**config.mk**
```make
export PLATFORM = sky130hd
export DESIGN_NAME = vram_arbiter
export DESIGN_NICKNAME = d
export VERILOG_FILES = /design/src/rtl/vram_arbiter.sv
export SDC_FILE = /design/constraint.sdc
export NUM_CORES = 1
export LEC_CHECK = 0
export ABC_CLOCK_PERIOD_IN_PS = 4150
export BUFFER_PORTS_ARGS = -buffer_cell sky130_fd_sc_hd__buf_4
export CORE_MARGIN = 5
export CORE_UTILIZATION = 55
export CTS_BUF_LIST = sky130_fd_sc_hd__clkbuf_2 sky130_fd_sc_hd__clkbuf_4 sky130_fd_sc_hd__clkbuf_8
export DETAILED_ROUTE_END_ITERATION = 16
export PLACE_DENSITY = 0.9
export SYNTH_ARGS = -nofsm -noshare
export SYNTH_HDL_FRONTEND = slang
export SYNTH_SLANG_ARGS = --single-unit
```
**constraint.sdc**
```tcl
create_clock -name pix_clk -period 4.15 [get_ports pix_clk]
set_input_delay 0.415 -clock pix_clk [delete_from_list [all_inputs] [get_ports pix_clk]]
set_output_delay 0.415 -clock pix_clk [all_outputs]
set_load 0.02 [all_outputs]
```
**src/rtl/vram_arbiter.sv**
```systemverilog
// Single-port video RAM arbiter: display reads take absolute priority; CPU writes are
// buffered in a small FIFO and drain in idle slots (optionally only during blanking).
module vram_arbiter #(
  parameter int unsigned ADDR_W        = 16,
  parameter int unsigned DATA_W        = 16,
  parameter int unsigned WFIFO_DEPTH   = 4,
  parameter bit          WR_BLANK_ONLY = 1'b1
) (
  input  logic                           pix_clk,
  input  logic                           reset,
  input  logic                           in_display,
  input  logic                           disp_req,
  input  logic [ADDR_W-1:0]              disp_addr,
  output logic [DATA_W-1:0]              disp_data,
  output logic                           disp_valid,
  input  logic                           cpu_wr_valid,
  input  logic [ADDR_W-1:0]              cpu_wr_addr,
  input  logic [DATA_W-1:0]              cpu_wr_data,
  output logic                           cpu_wr_ready,
  output logic [$clog2(WFIFO_DEPTH):0]   fifo_level,
  output logic                           ram_en,
  output logic                           ram_we,
  output logic [ADDR_W-1:0]              ram_addr,
  output logic [DATA_W-1:0]              ram_wdata,
  input  logic [DATA_W-1:0]              ram_rdata
);

  localparam int unsigned PtrW = $clog2(WFIFO_DEPTH);
  localparam int unsigned LvlW = PtrW + 1;

  typedef enum logic [1:0] {SlotIdle, SlotDisp, SlotWr} slot_e;

  logic [ADDR_W+DATA_W-1:0] fifo_mem_q [WFIFO_DEPTH];
  logic [PtrW-1:0]          wr_ptr_q, wr_ptr_d;
  logic [PtrW-1:0]          rd_ptr_q, rd_ptr_d;
  logic [LvlW-1:0]          count_q, count_d;

  logic                     ram_en_q, ram_en_d;
  logic                     ram_we_q, ram_we_d;
  logic [ADDR_W-1:0]        ram_addr_q, ram_addr_d;
  logic [DATA_W-1:0]        ram_wdata_q, ram_wdata_d;
  logic                     disp_valid_q, disp_valid_d;

  logic                     full, empty, push, pop, wr_ok;
  logic [ADDR_W-1:0]        head_addr;
  logic [DATA_W-1:0]        head_data;
  slot_e                    slot;

  assign full   = (count_q == LvlW'(WFIFO_DEPTH));
  assign empty  = (count_q == '0);
  assign push   = cpu_wr_valid && !full;
  assign wr_ok  = !empty && (!WR_BLANK_ONLY || !in_display);
  assign {head_addr, head_data} = fifo_mem_q[rd_ptr_q];

  always_comb begin
    slot        = SlotIdle;
    ram_en_d    = 1'b0;
    ram_we_d    = 1'b0;
    ram_addr_d  = ram_addr_q;
    ram_wdata_d = ram_wdata_q;
    if (disp_req) begin
      slot = SlotDisp;
    end else if (wr_ok) begin
      slot = SlotWr;
    end
    case (slot)
      SlotDisp: begin
        ram_en_d   = 1'b1;
        ram_addr_d = disp_addr;
      end
      SlotWr: begin
        ram_en_d    = 1'b1;
        ram_we_d    = 1'b1;
        ram_addr_d  = head_addr;
        ram_wdata_d = head_data;
      end
      default: ;
    endcase
  end

  assign pop          = (slot == SlotWr);
  assign disp_valid_d = ram_en_q && !ram_we_q;

  always_comb begin
    wr_ptr_d = wr_ptr_q + PtrW'(push);
    rd_ptr_d = rd_ptr_q + PtrW'(pop);
    count_d  = count_q + LvlW'(push) - LvlW'(pop);
  end

  // Storage needs no reset; clearing the pointers and count discards queued writes.
  always_ff @(posedge pix_clk) begin
    if (push) begin
      fifo_mem_q[wr_ptr_q] <= {cpu_wr_addr, cpu_wr_data};
    end
  end

  always_ff @(posedge pix_clk) begin
    if (reset) begin
      wr_ptr_q     <= '0;
      rd_ptr_q     <= '0;
      count_q      <= '0;
      ram_en_q     <= 1'b0;
      ram_we_q     <= 1'b0;
      ram_addr_q   <= '0;
      ram_wdata_q  <= '0;
      disp_valid_q <= 1'b0;
    end else begin
      wr_ptr_q     <= wr_ptr_d;
      rd_ptr_q     <= rd_ptr_d;
      count_q      <= count_d;
      ram_en_q     <= ram_en_d;
      ram_we_q     <= ram_we_d;
      ram_addr_q   <= ram_addr_d;
      ram_wdata_q  <= ram_wdata_d;
      disp_valid_q <= disp_valid_d;
    end
  end

  assign cpu_wr_ready = !full;
  assign fifo_level   = count_q;
  assign ram_en       = ram_en_q;
  assign ram_we       = ram_we_q;
  assign ram_addr     = ram_addr_q;
  assign ram_wdata    = ram_wdata_q;
  assign disp_valid   = disp_valid_q;
  assign disp_data    = ram_rdata;

endmodule
```
==> run metrics <==
commonest non-fill, non-tap cell in the layout edfxtp_1; R2R setup slack 1560 ps; crit path to fifo_mem_q[1][5]; DR pass1 iterations 4; Place WS 1480 ps; layout cells sized above 1 36.4%; post-DP HPWL 8480 um; crit start category flop; Pleak 2.64 nW; setup TNS 0 ps; Routed Antenna Nets 0; most frequent cells in the layout edfxtp_1, buf_4, dfxtp_1, mux4_2, clkbuf_8; crit end category flop; CP Data Required Time 4260 ps; clock sinks 170; Initial Util 56.7%; drt initial violations 239; fin. max-slew vios 0; Overall Global Routing Usage 18.9%; Hold WC Path Type in2reg; R2R cell count 4; fin crit share 62.5%; Syn-to-layout area delta 15.8%; Max Fanout on Critical Path 19; Slew headroom 20.3%; Die ar. 14200 um^2; power density over the cells 549 nW/um^2; Die H 119 um; vias post-DR 3537; Antenna diodes 0; WP data arrival 2710 ps; initial antenna violation count 0; multi-input gate area in the final layout 1600 um^2; GRT overflow 0; final setup vio count 0; Post CTS Setup Buffer Count 0; Net count, final 517; RSZ-0062 raised after global routing no; Final GP Congestion 0.842; Root Buffer clkbuf_8; Clock Skew 11.4 ps; synthesized area per cell 17.9 um^2; Slew @ Worst Pin 1190 ps; CTS tree built; Fin. Hold Viols 0; I/O pin count 124; share of flip-flops with an asynchronous set or reset 0%; post-layout min period 2590 ps; WL/cell 21.9 um; post-CTS sizing 0; Max Cap Viol 0; Hold Buf Count CTS 0; largest net degree at the start of global routing 43; synthesized instance count 367; first-pass GRT wire length 20200 um; Max Clock Freq 385 MHz; Seq/Total Area, Yosys 71.4%; predominant post-synthesis flop cell edfxtp_1; status finished clean; worst setup margin 1560 ps; vias per inst 5.90; #FFs+latches synth 170; synthesized area 6560 um^2; Port-buffer cells 91; vias in the first global route 3812; layout filler cell count 764; total wire length 13100 um; yosys warns 0; CP Class reg2reg; CTS Buf Count 17; H-tree levels 4; R2R Path Start fifo_level[1]; Cell variety after synth 35; Post-synth EDFFs 128; Residual DRC 0; Critical Path Source fifo_level[1]; FF/Latch Area 4690 um^2; Peak VDD IR 0.000366 V; Worst R2R End fifo_mem_q[1][5]; clock tree buffer depth 2; core region area 11600 um^2; Synth Net Count 441; die width 119 um; clk_lat worst skew 440 ps; clock slew at reported path FFs 90 ps; Rows 39
-- synth_stat cells, types with 6 or more instances --
cell	n	share of area, %
edfxtp_1	128	59
dfxtp_1	42	13
mux4_2	24	8.2
buf_4	20	2.3
a21oi_1	16	1.2
nand3_1	16	1.2
o21ai_0	16	1.2
a221o_1	14	2.1
nor4b_1	12	1.6
clkbuf_1	9	0.51
buf_2	7	0.53
nor2b_1	7	0.67
mux4_1	6	2.4
nor2_1	6	0.34
-- metal layers --
metal | vias to the layer above | track usage, % | wire length, um
li1 | 1602 | - | -
met1 | 1767 | 21.9 | 5010
met2 | 141 | 32.5 | 6910
met3 | 27 | 6.49 | 926
met4 | 0 | 7.53 | 243
met5 | - | 0 | 0
-- logic make-up after synthesis --
group | share of synthesized area (%)
flops | 71.4
simple gates | 5.78
compound gates | 5.49
buf+inv | 4.46
mux | 11.3
fa+ha+maj | 1.07
xor+xnor | 0.534
-- worst min-delay path by stage --
stage,start,end,slack (ps),depth (start not counted)
5_1_grt,cpu_wr_data[10],fifo_mem_q[1][10],120,1
3_5_place_dp,ram_we,disp_valid,430,1
2_1_floorplan,cpu_wr_data[0],fifo_mem_q[0][0],510,0
3_3_place_gp,ram_we,disp_valid,410,1
4_1_cts,cpu_wr_data[10],fifo_mem_q[1][10],130,1
6_report,cpu_wr_data[10],fifo_mem_q[1][10],160,1
-- where the power goes --
group | switching [W] | internal, W
registers | 0.000123 | 0.00205
clock network | 0.000582 | 0.000502
logic | 0.000516 | 0.000402
-- critical path, stage by stage, from the launching register on --
cell and delay (ps):
dfxtp_1 470, or3b_2 190, nand2_1 150, nor3b_2 970, buf_4 470
-- metrics by stage --
| step | area, um^2 | hold WS (ps) | util [%] | std cells | total power [W] |
|---|---|---|---|---|---|
| 6_report | 7600 | 163 | 65.7 | 599 | 0.00417 |
| 5_1_grt | 7600 | 115 | 65.7 | 599 | 0.00436 |
| 4_1_cts | 7600 | 129 | 65.7 | 599 | 0.00421 |
| 3_5_place_dp | 7220 | 432 | 62.4 | 567 | 0.00313 |
| 3_3_place_gp | 7220 | 411 | 62.4 | 567 | 0.00308 |
| 2_1_floorplan | 6560 | 514 | - | 367 | 0.00283 |
-- final cells by class --
class                           instances  share of cell area, %
Sequential cell                       170                   61.7
Multi-Input combinational cell        152                   21.1
Timing Repair Buffer                   98                   9.69
Clock buffer                           19                   3.36
Tap cell                              143                   2.36
Clock inverter                         13                   1.58
Inverter                                4                  0.198
-- registers in the layout, indices dropped and copies added (netlist names) --
signal and flops:
disp_valid 1, fifo_level 3, fifo_mem_q 128, ram_addr 16
ram_en 1, ram_wdata 16, ram_we 1, rd_ptr_q 2
wr_ptr_q 2
(Power assumes the default switching activity.)
